`src/rtl/uart_rx_fifo.sv`:
```
// ---------------------------------------------------------------------------
// uart_rx_fifo
// UART receiver with a small first-word-fall-through receive FIFO.
// The serial input is brought into the clock domain by a two-flop
// synchroniser and sampled in the middle of every bit. Start bits that
// vanish before mid-bit are ignored. A low stop bit is a framing error.
// A frame that completes while the FIFO is full is dropped as an overrun.
//
// Optional feature: define UART_RX_PARITY_EN to expect a parity bit between
// the data bits and the stop bit. PARITY_ODD selects even (0) or odd (1)
// parity. Without the macro there is no parity bit and par_err is always 0.
//
// Ports
//   clk       in   system clock, all logic on posedge
//   rst       in   synchronous active-high reset
//   RX        in   asynchronous serial input, idle high
//   rd_en     in   pop the FIFO head (ignored while rdy = 0)
//   clr_err   in   clears the sticky error flags
//   rx_data   out  FIFO head data, zero while the FIFO is empty
//   rdy       out  FIFO not empty
//   fifo_cnt  out  FIFO occupancy
//   frm_err   out  sticky framing error (stop bit sampled low)
//   ovr_err   out  sticky overrun (frame completed while FIFO full)
//   par_err   out  sticky parity error
// ---------------------------------------------------------------------------
module uart_rx_fifo #(
   parameter int BAUD_DIV   = 2604,
   parameter int DATA_BITS  = 8,
   parameter int FIFO_DEPTH = 4,
   parameter int PARITY_ODD = 0
) (
   input  logic                          clk,
   input  logic                          rst,
   input  logic                          RX,
   input  logic                          rd_en,
   input  logic                          clr_err,
   output logic [DATA_BITS-1:0]          rx_data,
   output logic                          rdy,
   output logic [$clog2(FIFO_DEPTH):0]   fifo_cnt,
   output logic                          frm_err,
   output logic                          ovr_err,
   output logic                          par_err
);

   localparam int CW   = $clog2(BAUD_DIV);
   localparam int BCW  = $clog2(DATA_BITS);
   localparam int PW   = $clog2(FIFO_DEPTH);
   localparam int CNTW = PW + 1;

`ifdef UART_RX_PARITY_EN
   typedef enum logic [2:0] {
      S_IDLE,
      S_START,
      S_DATA,
      S_PARITY,
      S_STOP
   } state_t;
`else
   typedef enum logic [2:0] {
      S_IDLE,
      S_START,
      S_DATA,
      S_STOP
   } state_t;
`endif

   logic                 sync1_q, sync2_q;
   logic                 rx_s;
   state_t               state_q, state_d;
   logic [CW-1:0]        baud_q, baud_d;
   logic [BCW-1:0]       bit_cnt_q, bit_cnt_d;
   logic [DATA_BITS-1:0] shift_q, shift_d;
   logic                 sample;
   logic                 stop_sample;

   logic [DATA_BITS-1:0] mem_q [FIFO_DEPTH];
   logic [DATA_BITS-1:0] mem_d [FIFO_DEPTH];
   logic [PW-1:0]        wr_ptr_q, wr_ptr_d;
   logic [PW-1:0]        rd_ptr_q, rd_ptr_d;
   logic [CNTW-1:0]      cnt_q, cnt_d;
   logic                 frm_q, frm_d;
   logic                 ovr_q, ovr_d;

   logic                 par_bad;
   logic                 frm_set, ovr_set, push_req, do_push, pop, full;

`ifdef UART_RX_PARITY_EN
   logic                 par_bit_q, par_bit_d;
   logic                 par_q, par_d;
   logic                 par_set;
`endif

   // Two-flop synchroniser. Both stages reset to the idle (high) level so a
   // reset never looks like a start bit.
   always_ff @(posedge clk) begin
      if (rst) begin
         sync1_q <= 1'b1;
         sync2_q <= 1'b1;
      end else begin
         sync1_q <= RX;
         sync2_q <= sync1_q;
      end
   end

   assign rx_s   = sync2_q;
   assign sample = (baud_q == '0);

   // Receiver state register, baud counter, bit counter and shift register.
   always_ff @(posedge clk) begin
      if (rst) begin
         state_q   <= S_IDLE;
         baud_q    <= '0;
         bit_cnt_q <= '0;
         shift_q   <= '0;
      end else begin
         state_q   <= state_d;
         baud_q    <= baud_d;
         bit_cnt_q <= bit_cnt_d;
         shift_q   <= shift_d;
      end
   end

   // Next-state logic. Outside IDLE the baud counter always counts down;
   // each mid-bit sample (counter at zero) reloads it for the next bit.
   // The first load is half a bit so samples land in the bit centres.
   // Data bits arrive LSB first, so they are shifted in from the top.
   always_comb begin
      state_d     = state_q;
      baud_d      = baud_q;
      bit_cnt_d   = bit_cnt_q;
      shift_d     = shift_q;
      stop_sample = 1'b0;
`ifdef UART_RX_PARITY_EN
      par_bit_d   = par_bit_q;
`endif
      if (state_q != S_IDLE) begin
         baud_d = baud_q - CW'(1);
      end
      case (state_q)
         S_IDLE: begin
            if (!rx_s) begin
               baud_d  = CW'(BAUD_DIV / 2 - 1);
               state_d = S_START;
            end
         end
         S_START: begin
            if (sample) begin
               if (rx_s) begin
                  state_d = S_IDLE;
               end else begin
                  baud_d    = CW'(BAUD_DIV - 1);
                  bit_cnt_d = '0;
                  state_d   = S_DATA;
               end
            end
         end
         S_DATA: begin
            if (sample) begin
               shift_d   = {rx_s, shift_q[DATA_BITS-1:1]};
               baud_d    = CW'(BAUD_DIV - 1);
               bit_cnt_d = bit_cnt_q + BCW'(1);
               if (bit_cnt_q == BCW'(DATA_BITS - 1)) begin
`ifdef UART_RX_PARITY_EN
                  state_d = S_PARITY;
`else
                  state_d = S_STOP;
`endif
               end
            end
         end
`ifdef UART_RX_PARITY_EN
         S_PARITY: begin
            if (sample) begin
               par_bit_d = rx_s;
               baud_d    = CW'(BAUD_DIV - 1);
               state_d   = S_STOP;
            end
         end
`endif
         S_STOP: begin
            if (sample) begin
               stop_sample = 1'b1;
               state_d     = S_IDLE;
            end
         end
         default: state_d = S_IDLE;
      endcase
   end

`ifdef UART_RX_PARITY_EN
   // Parity bit and parity error flag.
   always_ff @(posedge clk) begin
      if (rst) begin
         par_bit_q <= 1'b0;
         par_q     <= 1'b0;
      end else begin
         par_bit_q <= par_bit_d;
         par_q     <= par_d;
      end
   end

   // Data plus parity bit must XOR to the selected parity sense.
   assign par_bad = ((^shift_q) ^ par_bit_q) != 1'(PARITY_ODD);
   assign par_set = stop_sample & rx_s & par_bad;
   assign par_d   = par_set | (par_q & ~clr_err);
   assign par_err = par_q;
`else
   assign par_bad = 1'b0;
   assign par_err = 1'b0;
`endif

   // Frame disposition at the stop-bit sample. When the FIFO is full a
   // simultaneous pop frees a slot, so the frame is still accepted.
   assign full     = (cnt_q == CNTW'(FIFO_DEPTH));
   assign rdy      = (cnt_q != '0);
   assign pop      = rd_en & rdy;
   assign frm_set  = stop_sample & ~rx_s;
   assign push_req = stop_sample & rx_s & ~par_bad;
   assign ovr_set  = push_req & full & ~pop;
   assign do_push  = push_req & (~full | pop);

   // FIFO storage, pointers, occupancy and sticky frame/overrun flags.
   always_ff @(posedge clk) begin
      if (rst) begin
         for (int i = 0; i < FIFO_DEPTH; i++) begin
            mem_q[i] <= '0;
         end
         wr_ptr_q <= '0;
         rd_ptr_q <= '0;
         cnt_q    <= '0;
         frm_q    <= 1'b0;
         ovr_q    <= 1'b0;
      end else begin
         mem_q    <= mem_d;
         wr_ptr_q <= wr_ptr_d;
         rd_ptr_q <= rd_ptr_d;
         cnt_q    <= cnt_d;
         frm_q    <= frm_d;
         ovr_q    <= ovr_d;
      end
   end

   // Pointers wrap naturally because the depth is a power of two. A set
   // event wins over clr_err in the same cycle.
   always_comb begin
      mem_d = mem_q;
      if (do_push) begin
         mem_d[wr_ptr_q] = shift_q;
      end
      wr_ptr_d = wr_ptr_q + PW'(do_push);
      rd_ptr_d = rd_ptr_q + PW'(pop);
      cnt_d    = cnt_q + CNTW'(do_push) - CNTW'(pop);
      frm_d    = frm_set | (frm_q & ~clr_err);
      ovr_d    = ovr_set | (ovr_q & ~clr_err);
   end

   assign rx_data  = rdy ? mem_q[rd_ptr_q] : '0;
   assign fifo_cnt = cnt_q;
   assign frm_err  = frm_q;
   assign ovr_err  = ovr_q;

endmodule
```
`config.mk`:
```
export PLATFORM = sky130hd
export DESIGN_NAME = uart_rx_fifo
export DESIGN_NICKNAME = d
export VERILOG_FILES = /design/src/rtl/uart_rx_fifo.sv
export SDC_FILE = /design/constraint.sdc
export NUM_CORES = 1
export LEC_CHECK = 0
export BUFFER_PORTS_ARGS = -buffer_cell sky130_fd_sc_hd__buf_2
export CORE_UTILIZATION = 50
export DETAILED_ROUTE_END_ITERATION = 10
export PLACE_DENSITY_LB_ADDON = 0.12
export SLEW_MARGIN = 20
export SYNTH_ARGS = -nofsm -noshare
export SYNTH_HDL_FRONTEND = slang
export SYNTH_SLANG_ARGS = --single-unit
```
`constraint.sdc`:
```
create_clock -name clk -period 3.65 [get_ports clk]
set_input_delay 0.5475 -clock clk [delete_from_list [all_inputs] [get_ports clk]]
set_output_delay 0.5475 -clock clk [all_outputs]
set_load 0.005 [all_outputs]
```
After elaboration in Yosys (flattened, before gate mapping)
Cells that the tools add are included.

$add $sub $neg: 6. $lt $le $gt $ge: 3. Equality and inequality tests: 11. Multiplexer cells: 26. Bitwise gates (word level): 17. Reduce and logical (&&, ||, !) cells: 9.

Operators by type and width (count): $mux 12 (5); $pmux 12 s3 (1); $bwmux 32 (1); $mux 8 (4); $mux 3 (8); $bmux 8 s2 (1); $demux 8 s2 (1); $logic_not 12->1 (1); $ne 2x2->1 const B (6); $pmux 3 s4 (1); $sub 12x1->12 const B (1); $and 1x1->1 (8); $eq 3x2->1 const B (2); $eq 3x3->1 const B (2); $ge 3x3->1 const B (2); $not 2->3 (2); $pmux 3 s2 (1); $reduce_bool 3->1 (2); $reduce_and 5->1 (1); $add 2x1->2 (2); $not 1->1 (4); $reduce_and 4->1 (1); $add 3x1->3 (1); $add 3x1->3 const B (1); other kinds (10) (13).

Register bits: 69. Input port bits: 5. Output and inout port bits: 15.

Depth between registers and ports, before layout
Depth after elaboration: 7. Depth in mapped cells: 14.

Least setup slack after synthesis
Ideal clock, no wire load.

Path type: reg-to-reg. Start: register baud_q[0]. End: register cnt_q[2] (netlist: fifo_cnt[2]). Setup time: 0.128 ns. Data arrival time: 2.755 ns. Required time: 3.522 ns. Slack: 0.767 ns. Stages on the path, launching flop included: 15. Buffers on the path: 0. Clock period less this slack: 2.883 ns. Cells stage by stage: dfxtp_1 -> inv_1 -> ha_1 -> nor3b_2 -> nand3_2 -> nor4b_1 -> inv_1 -> ha_1 -> inv_1 -> ha_1 -> inv_1 -> fa_1 -> xor2_1 -> xnor2_1 -> nor2_1.

Cells in the longest elaborated chain, start to end: 7.

Ends and longest elaborated chain: from (decl) (line 70) `logic [CW-1:0] baud_q, baud_d;`; from (signal assigned) (line 117) `baud_q <= baud_d;`; $logic_not 12->1 (line 106) `assign sample = (baud_q == '0);`; $mux 1 (line 181) `if (sample) begin`; $mux 1 (line 139) `case (state_q)`; $and 1x1->1 (line 218) `assign push_req = stop_sample & rx_s & ~par_bad;`; $and 1x1->1 (line 220) `assign do_push = push_req & (~full | pop);`; $add 3x1->3 (line 252) `cnt_d = cnt_q + CNTW'(do_push) - CNTW'(pop);`; $sub 3x1->3 (line 252); to (signal assigned) (line 237) `cnt_q <= cnt_d;`; to (decl) (line 80) `logic [CNTW-1:0] cnt_q, cnt_d;`.

Every way passes these cells. A chain may end at the register's enable or synchronous reset.

Worst setup path in the final report
Same ends and word-level chain as after synthesis.

==> qor.csv <==
stage,metric,value,unit
synthesis,syn avg cell area,9.62,um^2
clocking,total setup buffers inserted after CTS,0,
detailed_routing,DR WL/cell,14.7,um
power_and_ir_drop,switch share,0.304,
detailed_routing,final WL,6150,um
detailed_routing,via count,2379,
synthesis,sequential element share of the synthesized area,0.431,
clocking,htree depth,3,
floorplanning,Core Box Area,5990,um^2
layout,area delta synth->final,8.64,%
worst_setup_path,worst reg-to-reg path cell count,14,
sta,final worst path period share,0.892,
detailed_routing,DR iter-0 viols,76,
sta,skew final,8.04,ps
power_and_ir_drop,Comb power frac,0.188,
power_and_ir_drop,Clk pwr share,0.303,
synthesis,Synth Register Bits,68,
detailed_routing,Residual DRC,0,
power_and_ir_drop,Power Density,485,nW/um^2
clocking,TritonCTS clock tree,yes,
power_and_ir_drop,peak supply drop,0.000370,V
clocking,clk sinks,68,
min_path,worst hold path type,primary input to flop,
clocking,Max Buffers Root-to-Sink,2,
sta,setup TNS,0,ps
synthesis,Mapped Area,3160,um^2
synthesis,synth unique cells,49,
floorplanning,# rows,28,
detailed_routing,post-route ant nets,0,
clocking,Post-CTS Hold Fix Bufs,0,
detailed_routing,DRT Pass-1 Iters,4,
synthesis,Async SR Flop Fraction,0,
clocking,number of gates resized after cts,0,
power_and_ir_drop,Pint,1.16,mW
sta,Final setup violation count,0,
layout,nets,353,
min_path,Hold Startpoint,RX,
min_path,Min-Delay Path Depth,2,
worst_setup_path,worst endpoint data arrival time,3460,ps
min_path,hold worst-path end,sync1_q$_SDFF_PP1_,
global_route,GRT overflow,0,
sta,Worst Max-Slew Pin Slew,912,ps
worst_setup_path,reg2reg start,baud_q[0]$_SDFF_PP0_,
global_route,antenna violations before repair,0,
sta,"Hold Violations, Final",0,
worst_setup_path,R2R Path End,fifo_cnt[2]$_SDFF_PP0_,
floorplanning,die span in y,81.4,um
sta,Slew Limit Fails,0,
worst_setup_path,R2R setup slack,390,ps
job,Max Cap Viol,0,
sta,RSZ-0062 raised after global routing,false,
layout,fillcell total,537,
global_route,first-pass GRT wire length,10300,um
layout,Register Area,1360,um^2
synthesis,Mapped Cells,328,
global_route,largest net degree at the start of global routing,41,
placement,port bufs,18,
layout,share of cells above drive strength 1,0.160,
floorplanning,Starting Density,0.527,
global_route,overall routing resource usage,0.208,
placement,Placer Congestion,0.831,
power_and_ir_drop,Reg power frac,0.509,
synthesis,"EDFF count, synth",0,
sta,Peak Freq,307,MHz
sta,worst hold margin,388,ps
power_and_ir_drop,Net Sw Power,0.506,mW
worst_setup_path,CP Launch Type,flop,
worst_setup_path,Worst Path Required,3860,ps
floorplanning,DIE AREA,6630,um^2
floorplanning,Die Wd,81.4,um
clocking,TritonCTS buffer count,9,
layout,multi-input gate area in the final layout,1670,um^2
worst_setup_path,top fanout value on the critical path,10,
placement,DP Wirelength,4140,um
clocking,Worst-Skew Late Latency,340,ps
sta,Tmin final,3260,ps
sta,Slew Limit Headroom,0.391,
global_route,vias in the first global route,2171,
synthesis,Most used DFF post-synth,dfxtp_1,
power_and_ir_drop,Leakage,1.38,nW
layout,antenna cells,0,
floorplanning,I/O pin total,20,
clocking,root buf cell,clkbuf_8,
run_status,status,finished clean,
worst_setup_path,crit end category,flop,
synthesis,syn_nets,341,
worst_setup_path,CP Class,flop to flop,
clocking,clk slew on worst S/H paths,70,ps
detailed_routing,vias per cell,5.68,
synthesis,Synthesis Warnings,0,
flip-flops by register name (all words and copies together) (netlist names):
signal	flops
rx_s	1
rd_ptr_q	2
mem_q	32
bit_cnt_q	3
frm_err	1
shift_q	8
baud_q	12
wr_ptr_q	2
fifo_cnt	3
ovr_err	1
sync1_q	1
state_q	2
power by group through the flow:
stage | Combinational [mW] | Clock, mW | Sequential, mW
after CTS | 0.315 | 0.517 | 0.847
after floorplan | 0.255 | 0 | 0.827
after detailed placement | 0.314 | 0 | 0.864
after global placement | 0.312 | 0 | 0.862
final | 0.313 | 0.504 | 0.845
after global routing | 0.355 | 0.551 | 0.853
cell usage in the layout, fill, tap and decap left out, types with 4 or more instances in the layout:
master    instances
a21oi_1          16
a31oi_1           7
buf_2            18
clkbuf_8          9
dfxtp_1          68
ha_1              7
inv_1             9
mux2i_1          32
mux4_2            8
nand2_1          59
nand3_1          10
nor2_1           12
nor2b_1          13
o21ai_0           4
or2_2             4
or3_1             6
or4_1             4
xnor2_1           4
synthesized netlist by cell type, types with 2 or more instances:
cell type / instances / area (um^2)
a41oi_1: 2 / 17.5
mux2i_1: 32 / 320
a21oi_1: 16 / 80.1
or3_1: 6 / 37.5
o311ai_0: 2 / 17.5
nor2_1: 12 / 45.0
nor4_1: 2 / 12.5
nand2_1: 59 / 221
or2_2: 4 / 25.0
nand4b_1: 3 / 26.3
or4_1: 4 / 30.0
ha_1: 7 / 87.6
nand4_2: 2 / 25.0
buf_4: 2 / 15.0
xnor2_1: 4 / 35.0
nand3_1: 10 / 50.1
nand4_1: 3 / 18.8
inv_1: 9 / 33.8
dfxtp_1: 68 / 1360
nand2b_1: 2 / 12.5
a31oi_1: 7 / 43.8
a311oi_1: 2 / 17.5
clkbuf_1: 16 / 60.1
mux4_2: 8 / 180
nor2b_1: 13 / 81.3
nor4_4: 3 / 63.8
nor4b_1: 2 / 17.5
a32oi_1: 2 / 17.5
a211oi_1: 2 / 15.0
nor3_1: 2 / 10.0
o21ai_0: 4 / 20.0
per-stage QoR:
| step | util | std cells | total power, mW | worst slack (ps) | instance area (um^2) |
|---|---|---|---|---|---|
| 6_report | 0.572 | 419 | 1.66 | 394 | 3430 |
| 3_5_place_dp | 0.547 | 404 | 1.18 | 438 | 3280 |
| 3_3_place_gp | 0.547 | 404 | 1.17 | 541 | 3280 |
| 4_1_cts | 0.572 | 419 | 1.68 | 415 | 3430 |
| 2_1_floorplan | - | 328 | 1.08 | 767 | 3160 |
| 5_1_grt | 0.572 | 419 | 1.76 | 83.2 | 3430 |
cell type report:
class | instances | area share
multi-input combinational | 230 | 0.488
sequential | 68 | 0.397
clock buffer | 12 | 0.0394
timing repair buffer | 21 | 0.0328
tap | 75 | 0.0274
inverter | 10 | 0.0109
clock inverter | 3 | 0.00438
critical path, cell delays in order (launching register included):
cell	delay, ps
dfxtp_1	340
inv_1	70
ha_1	170
nor3b_2	500
nand3_2	270
nor4b_1	470
inv_1	90
ha_1	270
inv_1	60
ha_1	130
inv_1	50
fa_1	360
xor2_1	170
xnor2_1	130
nor2_1	50
metal layers:
layer / vias to the layer above / track usage / part of all wire
li1: 1194 / - / -
met1: 1150 / 0.284 / 0.51
met2: 30 / 0.308 / 0.44
met3: 5 / 0.0633 / 0.029
met4: 0 / 0.0804 / 0.012
met5: - / 0 / 0
cell families after synthesis:
kind of cell | synth area share
simple gates | 0.234
fa+ha+maj | 0.0341
other cells | 0.00119
flops | 0.431
buf+inv | 0.0385
compound gates | 0.0849
mux | 0.162
xor+xnor | 0.0139
worst max-delay path by stage:
stage                         start                      to  slack, ps  cells after the start
6_report       baud_q[0]$_SDFF_PP0_  fifo_cnt[2]$_SDFF_PP0_        390                     14
2_1_floorplan  baud_q[0]$_SDFF_PP0_  fifo_cnt[2]$_SDFF_PP0_        770                     14
3_5_place_dp   baud_q[0]$_SDFF_PP0_  fifo_cnt[2]$_SDFF_PP0_        440                     14
5_1_grt        baud_q[0]$_SDFF_PP0_  fifo_cnt[2]$_SDFF_PP0_         80                     14
3_3_place_gp   baud_q[0]$_SDFF_PP0_  fifo_cnt[2]$_SDFF_PP0_        540                     14
4_1_cts        baud_q[0]$_SDFF_PP0_  fifo_cnt[2]$_SDFF_PP0_        420                     14
Note: power is estimated with default switching activity, not from simulation.
